--- src/rtl/dvp_capture.sv ---
// DVP camera front end: registers the 8-bit camera bus and assembles byte pairs into RGB565
// pixels for the Sobel pipeline. Define DVP_CAPTURE_TESTPAT_EN to add a colour-bar source.
module dvp_capture #(
    parameter int unsigned IMG_WIDTH         = 640,
    parameter int unsigned IMG_HEIGHT        = 480,
    parameter int unsigned FRAME_SKIP        = 2,
    parameter int unsigned VSYNC_ACTIVE_HIGH = 1
) (
    input  logic        clk,
    input  logic        rst,
    input  logic        cam_vsync,
    input  logic        cam_href,
    input  logic [7:0]  cam_data,
    input  logic        capture_enable,
`ifdef DVP_CAPTURE_TESTPAT_EN
    input  logic        testpat_sel,
`endif
    output logic        href,
    output logic        vsync,
    output logic [15:0] pixel_out,
    output logic        frame_done,
    output logic [15:0] frame_count,
    output logic        line_err,
    output logic        frame_err
);

    typedef enum logic [1:0] {StIdle, StWaitSync, StSkip, StCapture} state_e;

    state_e      state_q;
    logic        vs_s1, vs_q, href_s1, href_q, phase_q;
    logic [7:0]  data_s1, hi_q, skip_q;
    logic [10:0] col_q, row_q;

    logic        vs_raw, vs_rise, vs_fall, href_fall, line_close;
    logic [10:0] row_end;
    logic [15:0] pix_word;

`ifdef DVP_CAPTURE_TESTPAT_EN
    localparam int unsigned BarW = (IMG_WIDTH >= 8) ? IMG_WIDTH / 8 : 1;

    function automatic logic [15:0] bar_colour(input logic [10:0] c);
        logic [10:0] bar;
        bar = c / 11'(BarW);
        case (bar)
            11'd0:   bar_colour = 16'hFFFF;
            11'd1:   bar_colour = 16'hFFE0;
            11'd2:   bar_colour = 16'h07FF;
            11'd3:   bar_colour = 16'h07E0;
            11'd4:   bar_colour = 16'hF81F;
            11'd5:   bar_colour = 16'hF800;
            11'd6:   bar_colour = 16'h001F;
            default: bar_colour = 16'h0000;
        endcase
    endfunction
`endif

    assign vs_raw = (VSYNC_ACTIVE_HIGH != 0) ? cam_vsync : ~cam_vsync;

    always_comb begin
        vs_rise    = vs_s1 & ~vs_q;
        vs_fall    = ~vs_s1 & vs_q;
        href_fall  = ~href_s1 & href_q;
        // A line still open when sync rises is closed (and counted) by the frame end.
        line_close = href_fall | (vs_rise & href_s1);
        row_end    = (line_close && row_q != 11'h7FF) ? row_q + 11'd1 : row_q;
        pix_word   = {hi_q, data_s1};
`ifdef DVP_CAPTURE_TESTPAT_EN
        if (testpat_sel) pix_word = bar_colour(col_q);
`endif
    end

    always_ff @(posedge clk or posedge rst) begin
        if (rst) begin
            state_q     <= StIdle;
            vs_s1       <= 1'b0;
            vs_q        <= 1'b0;
            href_s1     <= 1'b0;
            href_q      <= 1'b0;
            data_s1     <= 8'h00;
            hi_q        <= 8'h00;
            phase_q     <= 1'b0;
            skip_q      <= 8'h00;
            col_q       <= 11'd0;
            row_q       <= 11'd0;
            href        <= 1'b0;
            vsync       <= 1'b0;
            pixel_out   <= 16'h0000;
            frame_done  <= 1'b0;
            frame_count <= 16'h0000;
            line_err    <= 1'b0;
            frame_err   <= 1'b0;
        end else begin
            vs_s1      <= vs_raw;
            vs_q       <= vs_s1;
            href_s1    <= cam_href;
            href_q     <= href_s1;
            data_s1    <= cam_data;
            href       <= 1'b0;
            frame_done <= 1'b0;
            vsync      <= (state_q == StCapture) ? vs_s1 : 1'b0;

            unique case (state_q)
                StIdle: begin
                    if (capture_enable) state_q <= StWaitSync;
                end
                StWaitSync: begin
                    if (!capture_enable) begin
                        state_q <= StIdle;
                        skip_q  <= 8'h00;
                    end else if (vs_fall) begin
                        state_q <= (skip_q < 8'(FRAME_SKIP)) ? StSkip : StCapture;
                    end
                end
                StSkip: begin
                    if (!capture_enable) begin
                        state_q <= StIdle;
                        skip_q  <= 8'h00;
                    end else if (vs_rise) begin
                        skip_q  <= skip_q + 8'd1;
                        state_q <= StWaitSync;
                    end
                end
                StCapture: begin
                    if (line_close) begin
                        if (col_q != 11'(IMG_WIDTH) || phase_q) line_err <= 1'b1;
                        phase_q <= 1'b0;
                        col_q   <= 11'd0;
                        row_q   <= row_end;
                    end
                    if (vs_rise) begin
                        frame_done  <= 1'b1;
                        frame_count <= frame_count + 16'd1;
                        if (row_end != 11'(IMG_HEIGHT)) frame_err <= 1'b1;
                        row_q   <= 11'd0;
                        col_q   <= 11'd0;
                        phase_q <= 1'b0;
                        if (!capture_enable) begin
                            state_q <= StIdle;
                            skip_q  <= 8'h00;
                        end else begin
                            state_q <= StWaitSync;
                            skip_q  <= 8'(FRAME_SKIP);
                        end
                    end else if (href_s1) begin
                        if (!phase_q) begin
                            hi_q    <= data_s1;
                            phase_q <= 1'b1;
                        end else begin
                            pixel_out <= pix_word;
                            href      <= 1'b1;
                            phase_q   <= 1'b0;
                            if (col_q != 11'h7FF) col_q <= col_q + 11'd1;
                        end
                    end
                end
                default: state_q <= StIdle;
            endcase
        end
    end

endmodule

--- config.mk ---
export PLATFORM = sky130hd
export DESIGN_NAME = dvp_capture
export DESIGN_NICKNAME = d
export VERILOG_FILES = /design/src/rtl/dvp_capture.sv
export SDC_FILE = /design/constraint.sdc
export NUM_CORES = 1
export LEC_CHECK = 0
export CAP_MARGIN = 20
export CORE_MARGIN = 1.5
export CORE_UTILIZATION = 55
export DETAILED_ROUTE_END_ITERATION = 8
export DONT_BUFFER_PORTS = 1
export PLACE_DENSITY_LB_ADDON = 0.12
export SLEW_MARGIN = 20
export SYNTH_ARGS = -nofsm -noshare
export SYNTH_HDL_FRONTEND = slang
export SYNTH_SLANG_ARGS = --single-unit
--- constraint.sdc ---
create_clock -name clk -period 3.15 [get_ports clk]
set_input_delay 0.63 -clock clk [delete_from_list [all_inputs] [get_ports clk]]
set_output_delay 0.63 -clock clk [all_outputs]
set_load 0.01 [all_outputs]
Yosys cells after proc, flatten, opt, wreduce, memory -nomap -nowiden
Cells that the tools add are included.

Bits of input ports: 13. Output and inout bits: 37. Register bits: 90.

Mux-type cells: 34. Eq/ne operators: 12. Reductions and logical operators: 15. Bitwise gates (word level): 10. Add/subtract/negate cells: 4. $lt $le $gt $ge: 1.

Operators with widths (count): 11-bit 2-to-1 mux (8); 8-bit 2-to-1 mux (4); 8-bit case mux with 3 select lines (1); 11-bit by 1-bit adder with 11-bit output, second input constant (2); 11-bit inequality test, second input constant (2); 16-bit by 1-bit adder with 16-bit output, second input constant (1); 4-bit AND reduction (4); 2-bit 2-to-1 mux (7); 1-bit 2-to-1 mux (13); 11-bit by 10-bit inequality test with 1-bit output, second input constant (1); 11-bit by 9-bit inequality test with 1-bit output, second input constant (1); 8-bit by 1-bit adder with 8-bit output, second input constant (1); 8-bit by 2-bit less-than comparator with 1-bit output, second input constant (1); 2-bit case mux with 4 select lines (1); 2-bit inequality test, second input constant (3); 3-bit inequality test, second input constant (2); 2-bit AND reduction (3); 3-bit AND reduction (2); 3-bit nonzero test (2); 1-bit inverter (5); 1-bit bitwise AND (4); 2-bit equality test, second input constant (2); 2-bit by 1-bit equality test with 1-bit output, second input constant (1); 2-bit zero test (1); other kinds (4) (4).

Longest topological paths before layout
Depth after elaboration: 9. Gate-level depth with buffers: 7. Gate-level depth less buffers: 6.

Worst setup path before layout
Ideal clock, no wire load.

Kind: register to register. Start point: register row_q[0]. End point: register frame_err. Stages on the path, launching flop included: 8. Path slack: 1.224 ns. Buffers on the path: 1. Arrival time: 1.798 ns. Cells stage by stage: dfrtp_1 ha_1 nand2_2 or4_4 buf_6 a211oi_1 a2bb2oi_1 a31oi_1.

Longest elaborated chain between the ends: 5. Elaborated cells on any way between the ends: 6. Those cells by class: add/sub: 1; eq/ne: 2; mux: 1; reduce/logical: 2.

RTL lines: from (decl) (RTL line 32) `logic [10:0] col_q, row_q;`; from (signal assigned) (RTL line 128) `row_q <= row_end;`; branches (longest 2 deep; another with 11-bit by 1-bit adder with 11-bit output); 11-bit 2-to-1 mux * (RTL line 65) `row_end = (line_close && row_q != 11'h7FF) ? row_q + 11'd1 : row_q;`; 11-bit by 9-bit inequality test with 1-bit output * (RTL line 133) `if (row_end != 11'(IMG_HEIGHT)) frame_err <= 1'b1;`; 3-bit AND reduction (no line) *; to (signal assigned) (RTL line 91) `frame_err <= 1'b0;`; to (signal assigned) (RTL line 133); to (decl) (RTL line 24) `output logic frame_err`.

Mark *: on every way between the ends. A chain may end at the register's enable or synchronous reset.

Worst setup path after layout
Start point: register state_q[1]. End point: register hi_q[4].

Longest elaborated chain between the ends: 2.

RTL lines: from (decl) (RTL line 29) `state_e state_q;`; from (signal assigned) (RTL line 74) `state_q <= StIdle;`; from (signal assigned) (RTL line 104) `if (capture_enable) state_q <= StWaitSync;`; from (signal assigned) (RTL line 108) `state_q <= StIdle;`; 2-bit equality test (RTL line 102) `unique case (state_q)`; 4-bit AND reduction (no line); to (signal assigned) (RTL line 146) `hi_q <= data_s1;`; to (decl) (RTL line 31) `logic [7:0] data_s1, hi_q, skip_q;`.

Every way passes these cells.

==> results by group <==
Run status
  • Outcome: finished clean

Setup path
  • R2R setup slack: approximately 900 ps
  • WP data required: ~3400 ps
  • Crit path arrival time: 2510 ps
  • Crit Path Class: flop to flop
  • Startpoint types: flop
  • Critical path endpoint category: flop
  • Worst-path fanout max: 16

Power
  • Leakage power: roughly 2.1 nW
  • Worst vdd ir: 0.000268 V
  • PwrDens: around 580 nW/um^2

Floorplan
  • Placeable Area: a little under 8000 sq um
  • I/O pin cnt: 50
  • Die ar.: approximately 8400 sq um
  • Initial Util: between 50% and 60%
  • Die Span Y: 91.8 microns
  • Num rows: 32
  • Chip width: between 90 and 100 microns

Place
  • HPWL after detailed placement: 5.80 mm
  • Port bufs: 0
  • GPL Wtd Cong: between 0.8 and 0.9

Final layout
  • Layout area overhead: 6.46%
  • Final Core Density: between 60% and 70%
  • Antenna diode count: 0
  • Nets: roughly 430
  • Fraction of layout cells with a size suffix above 1: roughly a tenth

Flow run
  • Max_cap viols: 0

GRT
  • Vias in the first global route: roughly 2.9k
  • First-pass GRT wire length: 14.2 mm
  • GRT overflow: 0
  • Tot GR Track Use: 21.2%
  • Largest net degree at the start of global routing: 58
  • Initial antenna violation count: 0

Synth
  • Yosys top cell by area: dfrtp_1
  • Most numerous cell in the Yosys netlist: dfrtp_1
  • Synth area leaders: dfrtp_1, mux2_1, nand2_1
  • Syn Inst Count: 406
  • Post-Syn Area per Cell: roughly 11 sq um
  • Post-synth cell types: about 60
  • Ys Warns: 0
  • Yosys reg bits: 90
  • Syn Nets: between 400 and 500
  • Post-synth ARST share: 100%
  • Top cells by count, synth: dfrtp_1, nand2_1, nor2_1, mux2_1, a21oi_1
  • Cell area after synthesis: approximately 4300 sq um
  • Post-synth EDFFs: 0
  • Post-synthesis sequential area ratio: roughly 52%
  • Main synth FF type: dfrtp_1
  • Yosys top cell area share: around half

CTS
  • CTS tree: yes
  • CTS root buf: clkbuf_8
  • # clock sinks: 90
  • Post-cts sizing count: 0
  • Clock-pin slew on the worst setup and hold paths: between 100 and 150 ps
  • CTS buffer count: 9
  • CTS Buffer Depth: 2
  • Setup bufs post-CTS: 0
  • Htree depth: 3
  • CTS Hold Buffers Added: 0
  • Worst skew pair latency: around 360 ps

Route
  • Post-DRT Antenna Nets: 0
  • Vias/cell: approximately 6
  • DR WL/cell: between 15 and 20 microns
  • 1st-iter DRT viols: 164
  • Remaining routing DRC violations: 0
  • Vias: 3,080
  • Routed WL: 8.46 mm
  • DR pass1 iterations: 4

Timing
  • Layout Skew: between 10 and 15 ps
  • Min Tclk post-route: 2270 ps
  • Rel. slew slack: 37.9%
  • Finish-stage setup viols: 0
  • Worst-Margin Slew: 930 ps
  • Final period util: 72.0%
  • Final Hold Fails: 0
  • FMAX: roughly 440 MHz
  • Max-slew violation count: 0
  • Unrepaired setup endpoints after global routing: false
  • Setup_tns: 0 ps

Worst hold path
  • Worst hold path type: input pin to flop
[cells in the final DEF (no fill, tap or decap), drive strengths merged, types with 2 or more instances in the layout]
master,netlist,final
a211oi,5,5
a21o,4,4
a21oi,19,19
a22o,10,10
a31o,4,4
a31oi,6,6
a32o,2,2
a32oi,2,2
a41oi,2,2
and2,7,7
and3,8,8
and4,2,2
and4b,2,2
buf,6,6
clkbuf,10,9
clkinv,0,3
clkinvlp,0,2
dfrtp,90,90
ha,5,5
inv,10,12
mux2,26,26
mux2i,3,3
nand2,46,46
nand2b,4,4
nand3,17,17
nand4,10,10
nand4b,2,2
nor2,27,27
nor2b,4,4
nor3,9,9
nor4,2,2
o211ai,5,5
o21ai,21,21
o31ai,5,5
o41ai,2,2
or3,2,2
or4,2,2
xnor2,9,9
xor2,7,7
[metal layers]
layer / vias up / share of wire (%) / track usage [%]
li1: 1480 / - / -
met1: 1513 / 48 / 29.6
met2: 83 / 46 / 32.4
met3: 4 / 5.8 / 4.89
met4: 0 / 0.87 / 8.21
met5: - / 0 / 0
[cells by family after synthesis]
group / Yosys count / share of synthesized area [%]
AOI/OAI and AO/OA: 93 / 15.1
xor gates and xnor gates: 16 / 3.23
adders and majority gates: 5 / 1.44
buffers and inverters: 26 / 2.91
DFF: 90 / 51.9
muxes: 29 / 7.44
and+or+nand+nor: 147 / 17.9
[state kept, by name, indices dropped and copies added, names as in the netlist, 2 cells and up]
| name | cells |
|---|---|
| col_q | 11 |
| data_s1 | 8 |
| frame_count | 16 |
| hi_q | 8 |
| pixel_out | 16 |
| row_q | 11 |
| skip_q | 8 |
| state_q | 2 |
[per-stage QoR]
stage                     cells  total power (W)  instance area, sq um  hold WS [ps]  setup WS [ps]
after floorplan             406          0.00181                  4340           437            185
final                       514          0.00267                  4620           281            883
after CTS                   514          0.00270                  4620           260            863
after detailed placement    498          0.00193                  4420           475            887
after global placement      498          0.00191                  4420           463            969
after global routing        514          0.00283                  4620           254            723
[worst max-delay path, stage by stage, from the launching register on]
cell,delay (ps)
dfrtp_1,660
and2_1,410
nand2_1,200
nor3b_4,500
mux2_1,370
[area by class of cell]
cell class	count	area, sq um
clock buffers	9	124
clock inverters	7	71.3
fillers	648	3070
inverters	10	38.8
multi-input cells	290	1960
flip-flops and latches	90	2250
well taps	102	128
repair buffers	6	45.0
[final timing paths]
kind,from,cells after the start,to
hold reg to reg,hi_q[2]$_DFFE_PP0P_,1,pixel_out[10]$_DFFE_PP0P_
setup / recovery,state_q[1]$_DFFE_PP0P_,4,hi_q[4]$_DFFE_PP0P_
setup reg to reg,state_q[1]$_DFFE_PP0P_,4,hi_q[4]$_DFFE_PP0P_
min in group asynchronous,rst,1,pixel_out[1]$_DFFE_PP0P_
max in group asynchronous,rst,2,frame_count[5]$_DFFE_PP0P_
hold / removal,cam_data[3],0,data_s1[3]$_DFF_PP0_
[power by group]
part / switching, W / leakage (nW) / internal [W]
Combinational: 0.000205 / 0.807 / 0.000167
Sequential: 0.000209 / 1.20 / 0.00133
Clock: 0.000456 / 0.0926 / 0.000308
Total: 0.000869 / 2.10 / 0.00180
No activity file was read; power rests on OpenSTA's default activity.
